<file path="src/rtl/pipe_pkg.sv">
// pipe_pkg: shared types and constants for the generic pipeline stage buffer.
package pipe_pkg;

    // Number of entries held by a stage (0..2).
    typedef logic [1:0] occ_t;

    // Capacity of a stage when the skid slot is built.
    localparam int PIPE_MAX_OCC = 2;

endpackage

</file>
<file path="src/rtl/pipe_stage_buf_if.sv">
// pipe_stage_buf_if: valid/ready handshake on both sides of a pipeline stage.
// The slave modport is the stage's view; master is the surrounding datapath.
interface pipe_stage_buf_if #(
    parameter int DATA_W = 32
);
    logic              in_valid;
    logic              in_ready;
    logic [DATA_W-1:0] in_data;
    logic              out_valid;
    logic              out_ready;
    logic [DATA_W-1:0] out_data;

    modport master (
        output in_valid, in_data, out_ready,
        input  in_ready, out_valid, out_data
    );

    modport slave (
        input  in_valid, in_data, out_ready,
        output in_ready, out_valid, out_data
    );
endinterface

</file>
<file path="src/rtl/pipe_slot.sv">
// pipe_slot: one valid + payload register. Priority: reset > clear > load.
// Clear drops the valid bit only; the payload keeps its last value.
module pipe_slot #(
    parameter int                DATA_W     = 32,
    parameter logic [DATA_W-1:0] RESET_DATA = '0
) (
    input  logic              clk,
    input  logic              reset,
    input  logic              clr_i,
    input  logic              ld_i,
    input  logic [DATA_W-1:0] d_i,
    output logic              valid_o,
    output logic [DATA_W-1:0] data_o
);
    logic              valid_q, valid_d;
    logic [DATA_W-1:0] data_q, data_d;

    // Next-state selection for the slot.
    always_comb begin
        valid_d = valid_q;
        data_d  = data_q;
        if (clr_i) begin
            valid_d = 1'b0;
        end else if (ld_i) begin
            valid_d = 1'b1;
            data_d  = d_i;
        end
    end

    // Slot registers with synchronous reset.
    always_ff @(posedge clk) begin
        if (reset) begin
            valid_q <= 1'b0;
            data_q  <= RESET_DATA;
        end else begin
            valid_q <= valid_d;
            data_q  <= data_d;
        end
    end

    assign valid_o = valid_q;
    assign data_o  = data_q;
endmodule

</file>
<file path="src/rtl/pipe_stage_buf.sv">
// pipe_stage_buf: generic pipeline stage register with valid/ready handshake,
// hazard stall/flush and an optional skid slot.
// Build option: define PIPE_STAGE_SKID_EN to add the second (skid) entry so
// that in_ready is a pure function of registers and the hazard inputs.
module pipe_stage_buf
    import pipe_pkg::*;
#(
    parameter int                DATA_W     = 32,
    parameter logic [DATA_W-1:0] RESET_DATA = '0
) (
    input  logic                   clk,
    input  logic                   reset,
    input  logic                   stall,
    input  logic                   flush,
    pipe_stage_buf_if.slave        bus,
    output occ_t                   occupancy
);
    logic              m_valid;
    logic [DATA_W-1:0] m_data;
    logic              m_ld, m_clr;
    logic [DATA_W-1:0] m_d;

    logic              out_valid, in_ready;
    logic              in_fire, out_fire;

    // A frozen or flushed stage never presents or accepts anything, so the
    // fire terms below are already zero during stall/flush.
    assign out_valid = m_valid & ~stall & ~flush;
    assign out_fire  = out_valid & bus.out_ready;
    assign in_fire   = bus.in_valid & in_ready;

`ifdef PIPE_STAGE_SKID_EN
    logic              s_valid;
    logic [DATA_W-1:0] s_data;
    logic              s_ld, s_clr;

    // Ready only looks at the skid valid: no path from out_ready to in_ready.
    assign in_ready = ~s_valid & ~stall & ~flush;

    // Slot control: skid drains into main first so ordering is preserved;
    // a new entry goes to main when main is free or leaving, else to skid.
    always_comb begin
        m_ld  = 1'b0;
        m_clr = flush;
        m_d   = bus.in_data;
        s_ld  = 1'b0;
        s_clr = flush;
        if (out_fire && s_valid) begin
            m_ld  = 1'b1;
            m_d   = s_data;
            s_clr = 1'b1;
        end else if (in_fire && (!m_valid || out_fire)) begin
            m_ld  = 1'b1;
        end else if (in_fire) begin
            s_ld  = 1'b1;
        end else if (out_fire) begin
            m_clr = 1'b1;
        end
    end

    pipe_slot #(
        .DATA_W     (DATA_W),
        .RESET_DATA (RESET_DATA)
    ) u_skid (
        .clk     (clk),
        .reset   (reset),
        .clr_i   (s_clr),
        .ld_i    (s_ld),
        .d_i     (bus.in_data),
        .valid_o (s_valid),
        .data_o  (s_data)
    );

    assign occupancy = {1'b0, m_valid} + {1'b0, s_valid};
`else
    // Single-entry stage: can take a new payload when empty or draining this
    // cycle, which makes in_ready combinational in out_ready.
    assign in_ready = (~m_valid | bus.out_ready) & ~stall & ~flush;

    // Slot control: load on accept, drop when the entry leaves with no refill.
    always_comb begin
        m_ld  = in_fire;
        m_clr = flush | (out_fire & ~in_fire);
        m_d   = bus.in_data;
    end

    assign occupancy = {1'b0, m_valid};
`endif

    pipe_slot #(
        .DATA_W     (DATA_W),
        .RESET_DATA (RESET_DATA)
    ) u_main (
        .clk     (clk),
        .reset   (reset),
        .clr_i   (m_clr),
        .ld_i    (m_ld),
        .d_i     (m_d),
        .valid_o (m_valid),
        .data_o  (m_data)
    );

    assign bus.in_ready  = in_ready;
    assign bus.out_valid = out_valid;
    assign bus.out_data  = m_data;
endmodule

</file>
<file path="src/flat_wrapper.sv">
// flat-port wrapper written by rule: the top's interface ports become plain ports
module pipe_stage_buf_flat import pipe_pkg::*;
#(
    parameter int                DATA_W     = 32,
    parameter logic [DATA_W-1:0] RESET_DATA = '0
)
  (clk, reset, stall, flush, occupancy, bus_in_valid, bus_in_data, bus_out_ready, bus_in_ready, bus_out_valid, bus_out_data);
  pipe_stage_buf_if #(.DATA_W(DATA_W)) bus_i ();
  input  logic clk;
  input  logic reset;
  input  logic stall;
  input  logic flush;
  output occ_t occupancy;
  input wire logic [$bits(bus_i.in_valid)-1:0] bus_in_valid;
  input wire logic [$bits(bus_i.in_data)-1:0] bus_in_data;
  input wire logic [$bits(bus_i.out_ready)-1:0] bus_out_ready;
  output wire logic [$bits(bus_i.in_ready)-1:0] bus_in_ready;
  output wire logic [$bits(bus_i.out_valid)-1:0] bus_out_valid;
  output wire logic [$bits(bus_i.out_data)-1:0] bus_out_data;
  assign bus_i.in_valid = bus_in_valid;
  assign bus_i.in_data = bus_in_data;
  assign bus_i.out_ready = bus_out_ready;
  assign bus_in_ready = bus_i.in_ready;
  assign bus_out_valid = bus_i.out_valid;
  assign bus_out_data = bus_i.out_data;
  pipe_stage_buf #(.DATA_W(DATA_W), .RESET_DATA(RESET_DATA)) u_core (.clk(clk), .reset(reset), .stall(stall), .flush(flush), .bus(bus_i), .occupancy(occupancy));
endmodule
</file>
<file path="config.mk">
export PLATFORM = sky130hd
export DESIGN_NAME = pipe_stage_buf_flat
export DESIGN_NICKNAME = d
export VERILOG_FILES = /design/src/rtl/pipe_pkg.sv /design/src/rtl/pipe_stage_buf_if.sv /design/src/rtl/pipe_slot.sv /design/src/rtl/pipe_stage_buf.sv /design/src/flat_wrapper.sv
export SDC_FILE = /design/constraint.sdc
export NUM_CORES = 1
export LEC_CHECK = 0
export CORE_MARGIN = 2
export CORE_UTILIZATION = 43
export CTS_CLUSTER_SIZE = 25
export DETAILED_ROUTE_END_ITERATION = 7
export GPL_ROUTABILITY_DRIVEN = 0
export GPL_TIMING_DRIVEN = 0
export PLACE_DENSITY = 0.93
export SLEW_MARGIN = 0
export SYNTH_ARGS = -nofsm -noshare
export SYNTH_HDL_FRONTEND = slang
export SYNTH_SLANG_ARGS = --single-unit
</file>
<file path="constraint.sdc">
create_clock -name clk -period 2.2 [get_ports clk]
set_input_delay 0.22 -clock clk [delete_from_list [all_inputs] [get_ports clk]]
set_output_delay 0.22 -clock clk [all_outputs]
set_load 0.02 [all_outputs]
</file>
; ---- Yosys cells after proc, flatten, opt, wreduce, memory -nomap -nowiden
; Cells that the tools add are included.
; Widths: inputs -> output; s select.
[word_totals]
regBits = 33
latchBits = 0
ramBits = 0
rom_bits = 0
inputBits = 38
output_inout_bits = 36
wordCells = 18
mem_count = 0
[op_classes]
n_addsub = 0
mul = 0
div_mod_pow = 0
magnitude_cmp = 0
eq_ne = 0
n_shift = 0
muxes = 0
bitwise = 14
n_reduce_logical = 2
[ops]
columns = cell, count
row1 = $and 1x1->1, 7
row2 = $not 1->1, 5
row3 = $or 1x1->1, 2
row4 = $reduce_and 2->1, 1
row5 = $reduce_or 2->1, 1

; ---- Longest topological paths before layout
[logic_depth]
ltp_word = 10
depth_mapped = 5

; ---- Modules after synthesis
; Synthesis repeated with hierarchy kept, for this count alone.
[hier_totals]
cells_unflattened = 158
hier_area_um2 = 1552.7
[by_module_without_submodules]
columns = module, n_inst, cells_per_inst, area_per_inst_um2
row1 = pipe_slot, 1, 148, 1483.9
row2 = pipe_stage_buf, 1, 10, 68.8

; ---- Least setup slack after synthesis
; No wires, ideal clock.
[synth_timing]
path_kind = reg-to-reg
start = register u_core.u_main.valid_q, in the netlist u_core.u_main.valid_o
end = register u_core.u_main.valid_q, in the netlist u_core.u_main.valid_o
setup_ns = 0.115
arrival_ns = 1.012
t_required_ns = 2.085
path_slack_ns = 1.073
stages_incl_launch_ff = 6
n_path_buf = 2
synth_period_minus_slack_ns = 1.127
cell_sequence = dfxtp_1 nand2b_1 and3_1 buf_6 buf_12 o21a_1
[synth_between]
elab_chain_len = 9
word_cells_on_any_way = 12
classes_between = bitwise: 11 / reduce/logical: 1
[synth_rtl]
columns = element, line_no
row1 = start: declaration, pipe_slot.sv:15  ; logic valid_q, valid_d;
row2 = start signal: assignment, pipe_slot.sv:36  ; valid_q <= valid_d;
row3 = $not 1->1, pipe_stage_buf.sv:78  ; assign in_ready = (~m_valid | bus.out_ready) & ~stall & ~flush;
row4 = $or 1x1->1, pipe_stage_buf.sv:78
row5 = $and 1x1->1 (2 in series), pipe_stage_buf.sv:78
row6 = $and 1x1->1, pipe_stage_buf.sv:30  ; assign in_fire = bus.in_valid & in_ready;
row7 = $not 1->1, pipe_stage_buf.sv:83  ; m_clr = flush | (out_fire & ~in_fire);
row8 = $and 1x1->1, pipe_stage_buf.sv:83
row9 = $or 1x1->1, pipe_stage_buf.sv:83
row10 = $reduce_or 2->1 (no source line), -
; Parallel ways exist; a longest one is shown, timed or not.
; A chain may end at the register's enable or synchronous reset.

; ---- Worst setup path after layout
[layout_timing]
start = input flush
end = output bus_in_ready
[layout_between]
elab_chain_len = 2
[layout_rtl]
columns = element, line_no
row1 = start: declaration, flat_wrapper.sv:12  ; input logic flush;
row2 = $not 1->1, pipe_stage_buf.sv:78
row3 = $and 1x1->1, pipe_stage_buf.sv:78
row4 = end: declaration, flat_wrapper.sv:17  ; output wire logic [$bits(bus_i.in_ready)-1:0] bus_in_ready;
; No other way between the ends.

==> impl_results.md <==
- Worst-path clk slew: 0.10 ns
- Initial DRC Count: 29
- Req. time, crit path: 1.98 ns
- CP Max Fanout: 4
- Area contributors post-synth: dfxtp_1 43%, nand2b_1 26%, mux2i_1 21%, buf_12 3.9%, clkbuf_1 1.7%
- Critical path's slowest cell: clkdlybuf4s50_1
- Sequential share of the synthesized area: 42.7%
- Status: finished, final reports clean
- Die Span Y: roughly 64 um
- IO buf count: 71
- Cell Chain, Critical Path: clkdlybuf4s50_1 > nor2_1 > and2_2 > clkdlybuf4s50_1
- I/O pin count: 74
- Skew final: 0.00770 ns
- Antenna Violating Nets Remaining: 0
- Mean Syn Cell Area: just over 10 sq um
- Max IR drop VDD: about 0.00036 V
- Post-synth EDFFs: 0
- Most numerous cell in the Yosys netlist: nand2b_1
- Pwr dens: around 500 mW/mm^2
- Max-slew violations: 0
- Crit path largest cell delay: 0.59 ns
- CTS tree: built
- Fillers: 291
- First-pass GRT wire length: 5.37 mm
- Setup Crit Path Kind: input pin to primary output
- Fin crit share: just over 80%
- GR Layer Usage met2: between 20% and 30%
- Storage cell area: roughly 660 sq um
- Crit. End Element: primary output
- Share of the synthesized area in the top cell type: 42.7%
- Leak pwr: ~0.85 nW
- Post-Syn Area: 0.00155 sq mm
- Hold Path Class: input pin to flip-flop
- Die area: 0.00409 sq mm
- Number of global-route vias before repair: 1197
- Mapped Nets: 189
- Overall Power: 0.00120 W
- FMAX: 553 MHz
- First-pass DRT Iterations: 4
- Finish-stage setup viols: 0
- Clk buf depth: 2
- Post-route minimum period: approximately 1.8 ns
- Synthesis Warnings: 0
- DRC: 0
- Largest net degree at the start of global routing: 11
- Dominant synthesized flop cell: dfxtp_1
- Area occupied by multi-input gates: 773 sq um
- Hpwl dp: 2.47 mm
- Hold-fix buffers at CTS: 0
- Post-synth ARST share: 0%
- Clk sinks: 33
- Effective utilization at floorplan: 45.6%
- Wire length per cell: 11.7 um
- Vias: 1242
- Core area: between 0.003 and 0.004 sq mm
- Startpoint Class: input pin
- Met1 Use GR: about 19%
- Clock latency on the worst-skew pair: 0.32 ns
- Antenna violations before repair: 0
- Arr. time, crit path: around 1.6 ns
- Placed Area: 0.00231 sq mm
- Met3 global-route usage: 4.40%
- Vias per cell: 4.52
- RSZ-0062 raised after global routing: false
- Synth Instances: approximately 150
- Most Crowded Layer GR: met2
- FF+latch count, synth: 33
- Post-CTS setup buffers: 0
- Post-route cell area: 0.00237 sq mm
- GRT overflow: 0
- Layout cell share with drive strength beyond 1: 5.68%
- Max Cap Violations: 0
- Post-synth top area cell: dfxtp_1
- Final #Nets: 267
- Post-CTS sizing: 0
- Critical Path Most Common Cell: clkdlybuf4s50_1
- Layout Area Growth over Synthesis: 53.2%
- Netlist cell types: 14
- Tot GR Track Use: between 10% and 20%
- Final WL: 3.22 mm
- DIE WIDTH: 64.0 um
- CTS Buf Count: 5
- Num rows: 21
- Clk root buf: clkbuf_4
- ANT cells: 0
- Final setup TNS: 0 ns
- Fin. Hold Viols: 0
- H-tree levels: 2
- Top post-synthesis cells by count: 65 x nand2b_1, 33 x dfxtp_1, 32 x mux2i_1
[sequential cells by signal, indices dropped and copies added (netlist names)]
register	cells
u_core.u_main.data_o	32
u_core.u_main.valid_o	1
[layout make-up]
cell class                 count  share of cell area, %
clock buffer                   7                   2.32
tap                           46                   2.43
timing repair buffer          71                   30.0
sequential                    33                   27.9
buffer                        13                   4.75
multi-input combinational    105                   32.6
[where the power goes]
group | internal (W) | switching (W)
clock network | 0.000151 | 0.000187
registers | 0.000618 | 0.0000107
logic | 0.000147 | 0.0000892
total | 0.000915 | 0.000287
[per-stage QoR]
stage,hold slack (ns),std cells,worst slack [ns],utilization (%)
3_3_place_gp,0.459,268,0.414,68.3
2_1_floorplan,0.375,151,1.07,-
5_1_grt,0.357,275,0.304,69.9
4_1_cts,0.326,275,0.392,69.9
6_report,0.345,275,0.391,69.9
3_5_place_dp,0.465,268,0.391,68.3
[cell families (layout without fill, tap and decap cells)]
family          Yosys count  in the layout  synth area share (%)
mux                      32             32                  20.7
simple gates             70             70                  28.1
other cells               1              1                 0.242
buf+inv                  13             91                  7.28
flops                    33             33                  42.7
compound gates            2              2                 0.971
[worst paths after layout]
check | start | end | slack [ns] | depth (start not counted)
hold reg to reg | u_core.u_main.data_o[22] | u_core.u_main.data_o[22] | 0.47 | 2
setup reg to reg | u_core.u_main.valid_o | u_core.u_main.valid_o | 1.00 | 5
setup / recovery | flush | bus_in_ready | 0.39 | 4
hold / removal | reset | u_core.u_main.valid_o | 0.35 | 3
[critical path, delay by kind of cell]
kind / cells / cell delay [ns]
buffers and inverters: 2 / 1.01
AND/OR/NAND/NOR: 2 / 0.35
[cell usage in the layout (no fill, tap or decap)]
cell | netlist | routed
clkdlybuf4s50_1 | 0 | 71
nand2b_1 | 65 | 65
dfxtp_1 | 33 | 33
mux2i_1 | 32 | 32
clkbuf_1 | 7 | 8
clkbuf_4 | 0 | 5
buf_12 | 3 | 3
nor2_1 | 2 | 2
buf_4 | 2 | 2
and2_2 | 1 | 1
and2_1 | 1 | 1
and3_1 | 1 | 1
buf_6 | 1 | 1
a21boi_0 | 1 | 1
o21a_1 | 1 | 1
conb_1 | 1 | 1
clkbuf_8 | 0 | 1
[per-layer routing]
metal	vias to the layer above	share of wire [%]
met3	4	3.9
met1	569	44
met5	-	0
met2	34	50
li1	635	-
met4	0	1.5
(Power assumes the default switching activity.)
